### src/rtl/smallcalc_datapath_if.sv
// Control-word / result bundle between the small-calculator control unit (master)
// and its datapath (slave).
interface smallcalc_datapath_if #(
  parameter int unsigned W = 4
);
  logic [W-1:0] in1;
  logic [W-1:0] in2;
  logic [1:0]   s1;
  logic         we;
  logic [1:0]   wa;
  logic         rea;
  logic [1:0]   raa;
  logic         reb;
  logic [1:0]   rab;
  logic [1:0]   c;
  logic         s2;
  logic         doneF;
  logic [W-1:0] out;
  logic         carry;
  logic         zero;
  logic         done;

  modport master (
    output in1, in2, s1, we, wa, rea, raa, reb, rab, c, s2, doneF,
    input  out, carry, zero, done
  );

  modport slave (
    input  in1, in2, s1, we, wa, rea, raa, reb, rab, c, s2, doneF,
    output out, carry, zero, done
  );
endinterface

### src/rtl/smallcalc_datapath.sv
// Small-calculator datapath: 4-entry register file, 2-operand ALU and registered
// result/flags/done outputs.
module smallcalc_datapath #(
  parameter int unsigned W = 4
) (
  input logic                 clk,
  input logic                 rst,
  smallcalc_datapath_if.slave bus
);

  logic [3:0][W-1:0] rf_q, rf_d;
  logic [W-1:0]      out_q, out_d;
  logic              carry_q, carry_d;
  logic              zero_q, zero_d;
  logic              done_q, done_d;

  logic [W-1:0] op_a, op_b, res, wdata;
  logic [W:0]   alu_full;
  logic         alu_carry;

  // Operands and ALU; SUB borrow falls out of bit W of the widened difference.
  always_comb begin
    op_a     = bus.rea ? rf_q[bus.raa] : '0;
    op_b     = bus.reb ? rf_q[bus.rab] : '0;
    alu_full = '0;
    case (bus.c)
      2'b00:   alu_full = {1'b0, op_a} + {1'b0, op_b};
      2'b01:   alu_full = {1'b0, op_a} - {1'b0, op_b};
      2'b10:   alu_full = {1'b0, op_a & op_b};
      default: alu_full = {1'b0, op_a ^ op_b};
    endcase
    res       = alu_full[W-1:0];
    alu_carry = alu_full[W];
  end

  always_comb begin
    wdata = '0;
    case (bus.s1)
      2'b00:   wdata = bus.in1;
      2'b01:   wdata = bus.in2;
      2'b10:   wdata = '0;
      default: wdata = res;
    endcase
  end

  // Writes land at the edge, so a same-cycle read still sees the old entry.
  always_comb begin
    rf_d = rf_q;
    if (bus.we) begin
      rf_d[bus.wa] = wdata;
    end
    out_d   = out_q;
    carry_d = carry_q;
    zero_d  = zero_q;
    if (bus.s2) begin
      out_d   = res;
      carry_d = alu_carry;
      zero_d  = (res == '0);
    end
    done_d = bus.doneF;
  end

  always_ff @(posedge clk) begin
    if (rst) begin
      rf_q    <= '0;
      out_q   <= '0;
      carry_q <= 1'b0;
      zero_q  <= 1'b0;
      done_q  <= 1'b0;
    end else begin
      rf_q    <= rf_d;
      out_q   <= out_d;
      carry_q <= carry_d;
      zero_q  <= zero_d;
      done_q  <= done_d;
    end
  end

  assign bus.out   = out_q;
  assign bus.carry = carry_q;
  assign bus.zero  = zero_q;
  assign bus.done  = done_q;

endmodule

### src/flat_wrapper.sv
// flat-port wrapper written by rule: the top's interface ports become plain ports
module smallcalc_datapath_flat 
#(
  parameter int unsigned W = 4
)
  (clk, rst, bus_in1, bus_in2, bus_s1, bus_we, bus_wa, bus_rea, bus_raa, bus_reb, bus_rab, bus_c, bus_s2, bus_doneF, bus_out, bus_carry, bus_zero, bus_done);
  smallcalc_datapath_if #(.W(W)) bus_i ();
  input logic clk;
  input logic rst;
  input wire logic [$bits(bus_i.in1)-1:0] bus_in1;
  input wire logic [$bits(bus_i.in2)-1:0] bus_in2;
  input wire logic [$bits(bus_i.s1)-1:0] bus_s1;
  input wire logic [$bits(bus_i.we)-1:0] bus_we;
  input wire logic [$bits(bus_i.wa)-1:0] bus_wa;
  input wire logic [$bits(bus_i.rea)-1:0] bus_rea;
  input wire logic [$bits(bus_i.raa)-1:0] bus_raa;
  input wire logic [$bits(bus_i.reb)-1:0] bus_reb;
  input wire logic [$bits(bus_i.rab)-1:0] bus_rab;
  input wire logic [$bits(bus_i.c)-1:0] bus_c;
  input wire logic [$bits(bus_i.s2)-1:0] bus_s2;
  input wire logic [$bits(bus_i.doneF)-1:0] bus_doneF;
  output wire logic [$bits(bus_i.out)-1:0] bus_out;
  output wire logic [$bits(bus_i.carry)-1:0] bus_carry;
  output wire logic [$bits(bus_i.zero)-1:0] bus_zero;
  output wire logic [$bits(bus_i.done)-1:0] bus_done;
  assign bus_i.in1 = bus_in1;
  assign bus_i.in2 = bus_in2;
  assign bus_i.s1 = bus_s1;
  assign bus_i.we = bus_we;
  assign bus_i.wa = bus_wa;
  assign bus_i.rea = bus_rea;
  assign bus_i.raa = bus_raa;
  assign bus_i.reb = bus_reb;
  assign bus_i.rab = bus_rab;
  assign bus_i.c = bus_c;
  assign bus_i.s2 = bus_s2;
  assign bus_i.doneF = bus_doneF;
  assign bus_out = bus_i.out;
  assign bus_carry = bus_i.carry;
  assign bus_zero = bus_i.zero;
  assign bus_done = bus_i.done;
  smallcalc_datapath #(.W(W)) u_core (.clk(clk), .rst(rst), .bus(bus_i));
endmodule
### config.mk
export PLATFORM = sky130hd
export DESIGN_NAME = smallcalc_datapath_flat
export DESIGN_NICKNAME = d
export VERILOG_FILES = /design/src/rtl/smallcalc_datapath_if.sv /design/src/rtl/smallcalc_datapath.sv /design/src/flat_wrapper.sv
export SDC_FILE = /design/constraint.sdc
export NUM_CORES = 1
export LEC_CHECK = 0
export CAP_MARGIN = 20
export CORE_ASPECT_RATIO = 1.1
export CORE_MARGIN = 2
export CORE_UTILIZATION = 55
export CTS_BUF_LIST = sky130_fd_sc_hd__clkbuf_4
export DETAILED_ROUTE_END_ITERATION = 10
export PLACE_DENSITY_LB_ADDON = 0.3
export RECOVER_POWER = 50
export REMOVE_ABC_BUFFERS = 1
export SLEW_MARGIN = 20
export SYNTH_ARGS = -nofsm -noshare
export SYNTH_HDL_FRONTEND = slang
export SYNTH_SLANG_ARGS = --single-unit
### constraint.sdc
create_clock -name clk -period 4.6 [get_ports clk]
set_input_delay 0.46 -clock clk [delete_from_list [all_inputs] [get_ports clk]]
set_output_delay 0.46 -clock clk [all_outputs]
set_load 0.03 [all_outputs]
# Word level (Yosys, flattened, before mapping)
# Index checks and enable logic that the tools add are counted.
op_classes:
  add_sub_neg: 2
  eq_ne: 4
  magnitude_cmp: 4
  bitwise: 2
  muxes: 11
  reduce_logical: 4
op_table:
  columns: ["cell", "n"]
  rows:
  - ["two-way mux 4 bit", 5]
  - ["binary-select mux 4 bit (select 2 bit)", 2]
  - ["bitwise mux 16 bit", 1]
  - ["one-hot mux 5 bit (3 select lines)", 1]
  - ["one-hot mux 4 bit (3 select lines)", 1]
  - ["< comparator 2 x 3 -> 1 bit (second input constant)", 3]
  - ["demux 4 bit (select 2 bit)", 1]
  - ["adder 4 x 4 -> 5 bit", 1]
  - ["subtractor 4 x 4 -> 5 bit", 1]
  - ["bitwise AND 4 bit", 1]
  - ["== test 2 x 1 -> 1 bit (second input constant)", 2]
  - ["== test 2 bit (second input constant)", 2]
  - ["zero test 2 bit", 2]
  - ["zero test 4 bit", 1]
  - ["XOR 4 bit", 1]
  - ["greater-or-equal comparator 2 x 1 -> 1 bit (second input constant)", 1]
  - ["logical AND 1 bit", 1]
totals:
  wordCells: 35
  output_inout_bits: 7
  reg_bits: 23

# Depth between registers and ports, before layout
depth:
  depth_word: 7
  mapped_depth: 14
  ltp_nobuf: 14

# Least setup slack after synthesis
# Ideal clock, no wire load.
synth_timing:
  kind: "input port to flip-flop"
  start: "input port bus_rab[0]"
  end: "register u_core.rf_q[3] (netlist name)"
  cell_stages: 11
  setup_slack_ps: 1716
  required_time_ps: 4449
  arrival_ps: 2733
  setup_time_ps: 151
  n_path_buf: 0
  path_cell_list: "mux4_2 > nand2_1 > inv_1 > o31ai_1 > xor2_1 > ha_1 > nor2b_1 > a221oi_1 > nand3_1 > a31oi_1 > a211oi_1"
synth_via:
  elab_chain_len: 7
synth_rtl:
  columns: ["element", "line_no", "source"]
  rows:
  - ["from (decl)", "flat_wrapper.sv:18", "input wire logic [$bits(bus_i.rab)-1:0] bus_rab;"]
  - ["binary-select mux 4 bit (select 2 bit) (*)", "smallcalc_datapath.sv:24", "op_b = bus.reb ? rf_q[bus.rab] : '0;"]
  - ["two-way mux 4 bit (implied by the code) (*)", "smallcalc_datapath.sv:24", null]
  - ["two-way mux 4 bit (*)", "smallcalc_datapath.sv:24", null]
  - ["subtractor 4 x 4 -> 5 bit, or another cell as far along", "smallcalc_datapath.sv:28", "2'b01: alu_full = {1'b0, op_a} - {1'b0, op_b};"]
  - ["one-hot mux 5 bit (3 select lines) (*)", "smallcalc_datapath.sv:26", "case (bus.c)"]
  - ["one-hot mux 4 bit (3 select lines) (*)", "smallcalc_datapath.sv:38", "case (bus.s1)"]
  - ["bitwise mux 16 bit (*)", "smallcalc_datapath.sv:50", "rf_d[bus.wa] = wdata;"]
  - ["to (signal assigned)", "smallcalc_datapath.sv:71", "rf_q <= rf_d;"]
  - ["to (decl)", "smallcalc_datapath.sv:11", "logic [3:0][W-1:0] rf_q, rf_d;"]
# Every way passes the cells marked *; elsewhere a longest branch is shown, timed or not. The select of a mux whose other input is x is not followed.
# A chain may end at the register's enable or synchronous reset.

# Worst setup path in the final report
# Same ends and word-level chain as after synthesis.

==> run summary <==
Synthesis instantiated 39 different standard cells from the library. The number of instances in the synthesized netlist is 161, and the final instance area is 0.001857 mm2. The critical path is of the in -> reg type. TritonCTS built the clock tree. The worst clock skew on the final layout is 0.004941 ns.

The most used flip-flop cell after synthesis is sky130_fd_sc_hd__dfxtp_1. The clock period could shrink to 3.647 ns. The count of clock tree sinks is 23, and the worst-case clock buffer depth is 2.

32 I/O pins were placed. For this block, the initial DRC count from the detailed router was 27. Number of iterations in the first detailed-routing pass: 4. The tools report the total clock buffers created by CTS as 3. The kind of end point of the critical path was a flop. For this design the ratio of total power to cell area is 245.9 mW/mm2. The largest single stage delay on the critical path is 0.68 ns.

The via density per instance is 6.000, and the first-pass GRT wire length is 6.044 mm. The die covers 0.003167 mm2. The maximum achievable frequency is 0.2742 GHz, and the area growth from synthesis to layout is 23.56%. The master of the slowest instance on the critical path was sky130_fd_sc_hd__dlygate4sd3_1. The clock-pin slew on the worst setup and hold paths was 0.13 ns.

The flow ran to the end, and the final reports show no timing, DRC or antenna violations. After floorplanning, the core was divided into 19 placement rows. The initial utilization of the core area, before any placement, comes to 59.08%.

The synthesized flop and latch total came out at 23. Summing all multi-input logic gate instances after layout gives 989.7 um2. The synthesized design contains 0 enable-type register cells. The area of all sequential standard cells is 460.4 um2, and the cell area after placement is 0.001829 mm2. Deepest level of the CTS H-tree: 1. The tightest min-delay check is of the reg -> reg type. The tools report the sequential-to-total area share from yosys stat as 30.64%. The HPWL reported at the end of detailed placement came out at 3.077 mm. The logs give 226 for the number of nets at the end of the flow and 0 for the initial antenna violation count. The register-to-register path setup slack was 1.50 ns. The share of the cycle needed by the critical path after routing was 79.28%; the max-capacitance violation count was 0.

For the number of buffers inserted by hold repair at cts, the log shows 0. The core footprint was 0.002544 mm2. Measured along the x axis, the die boundary spans 53.84 um.

At the end of routability-driven placement, the weighted congestion stood at 0.7854. Averaged over all synthesized cells, the footprint is 9.333 um2. The worst-path maximum fanout was 5; the proportion of register bits with asynchronous set or reset after synthesis was 0%. The worst pin sits at a relative slew slack of 33.62%. Wires add up to 3.705 mm.

The filler cells instantiated in the layout total 197. The number of hold violations in the final report is 0. Yosys printed 0 warnings. The logs give 26.11% for the global router's overall resource usage and 3.80 ns for the data arrival at the endpoint of the critical path.

The number of resized instances in the post-cts repair step came out at 0. In this run the remaining antenna-violating nets after routing total 0. The run gives 0.2742 mV as the worst supply voltage drop on vdd. The tools report the via count of the first global-routing pass as 1,358.

The vertical die dimension is 58.82 um, and the final setup violation count is 0. The run gives 0 as the count of pins over their slew limit. The critical path goes through dlygate4sd3_1, mux4_2, nand2_1, inv_1, o31ai_1, xor2_1, ha_1, nor2b_1, a221oi_1, nand3_1, a31oi_1, a211oi_1. The wire length per cell after detailed routing came out at 16.76 um.

The number of setup buffers added after CTS is 0. After routing, the total negative slack on setup checks comes to 0 ns. Share of layout cells above drive strength 1: 7.895%. The cell sitting at the root of the clock tree is a sky130_fd_sc_hd__clkbuf_4. The logs give 0 for the total global routing overflow and 0 for the detailed-route DRC error count.

The number of I/O port buffers was 31; the worst endpoint required time was 4.76 ns. Actual transition at the worst max-transition pin: 0.9936 ns. 0 antenna diodes ended up in the layout. The cell leakage power came out at 0.0007938 uW.

The logs give 1,326 for the number of vias after detailed routing and 0.001503 mm2 for the cell area after synthesis. Setup repair after global routing left no endpoint under its margin. The tools report the kind of start point of the critical path as a primary input. Clock latency on the worst-skew pair, taken at its later pin, is 0.31 ns. Entering global routing, the biggest net connects 24 pins.
## cell type report
class,instances,area share [%]
Multi-Input combinational cell,124,53.30
Sequential cell,23,24.80
Timing Repair Buffer,31,16.71
Tap cell,31,2.089
Inverter,8,1.617
Clock buffer,3,1.213
Clock inverter,1,0.2695
## sequential cells by signal (all words and copies together), names as in the netlist
register / flops
u_core.bus.carry: 1
u_core.bus.done: 1
u_core.bus.out: 4
u_core.bus.zero: 1
u_core.rf_q: 16
## cells in the final DEF (no fill, tap or decap), types with 2 or more instances in the layout
cell and n:
sky130_fd_sc_hd__mux4_2 4, sky130_fd_sc_hd__nor2b_1 4, sky130_fd_sc_hd__o22a_1 3, sky130_fd_sc_hd__clkdlybuf4s50_1 22
sky130_fd_sc_hd__mux2_2 5, sky130_fd_sc_hd__dfxtp_1 23, sky130_fd_sc_hd__inv_1 7, sky130_fd_sc_hd__clkbuf_4 3
sky130_fd_sc_hd__dlygate4sd3_1 9, sky130_fd_sc_hd__ha_1 9, sky130_fd_sc_hd__nand2_1 8, sky130_fd_sc_hd__mux4_1 2
sky130_fd_sc_hd__nor2_1 27, sky130_fd_sc_hd__xor2_1 3, sky130_fd_sc_hd__and2_1 4, sky130_fd_sc_hd__nand2b_1 2
sky130_fd_sc_hd__mux2i_1 10, sky130_fd_sc_hd__a211oi_1 16, sky130_fd_sc_hd__nor3b_1 3, sky130_fd_sc_hd__a21oi_1 5
## power by group
group	total (uW)	internal, uW	switching (uW)
Combinational	145	69.6	75.1
Clock	92.1	32.5	59.7
Sequential	220	211	8.39
Total	456	313	143
## final timing paths
path,start,to,depth (start not counted)
max,bus_rab[0],u_core.rf_q[3],12
min,u_core.bus.carry,u_core.bus.carry,2
max reg2reg,u_core.rf_q[14],u_core.rf_q[3],11
min reg2reg,u_core.bus.carry,u_core.bus.carry,2
## kinds of logic (layout without fill, tap and decap cells)
family	after synthesis	after routing	synth area share (%)
adder cells (fa/ha/maj)	10	10	8.826
flip-flops	23	23	30.64
buffers and inverters	14	43	3.497
AND/OR/NAND/NOR	56	56	18.23
XOR/XNOR	4	4	2.332
multiplexers	21	21	19.90
AO/OA/AOI/OAI	33	33	16.57
## cells in the mapped netlist (all sizes together), types with 2 or more instances
master | count | area share (%)
a211oi | 16 | 8.0
and2 | 4 | 1.7
xor2 | 3 | 1.7
mux2i | 10 | 6.7
mux4 | 6 | 9.5
mux2 | 5 | 3.7
inv | 7 | 1.7
nor2b | 4 | 1.7
nor3b | 3 | 1.5
a21oi | 5 | 1.7
nand2b | 2 | 0.83
clkbuf | 4 | 1.0
nand2 | 8 | 2.0
ha | 9 | 7.5
o22a | 3 | 1.7
dfxtp | 23 | 31
nor2 | 27 | 6.7
buf | 2 | 0.50
## critical path: cells and delay by family
family                     cells  cell delay, ns
buffers and inverters          2            0.75
muxes                          1            0.56
xor gates and xnor gates       1            0.21
AOI/OAI and AO/OA              4            1.08
and+or+nand+nor                3            0.42
adders and majority gates      1            0.31
## through the flow
stage	total power (uW)	utilization, %	instances	setup slack, ns	hold slack, ns
3_5_place_dp	369.0	71.91	217	0.7261	0.4631
3_3_place_gp	361.3	71.91	217	0.9134	0.4494
2_1_floorplan	307.8	-	155	1.716	0.4777
4_1_cts	457.3	73.00	221	1.034	0.4778
5_1_grt	480.0	73.00	221	0.7893	0.4882
6_report	456.5	73.00	221	0.9530	0.4780
## layer usage
layer,track usage [%],wire length [um]
met5,0,0
met2,46.86,2020
met1,29.55,1489
met4,13.19,106
met3,3.046,89
No activity file was read; power rests on OpenSTA's default activity.
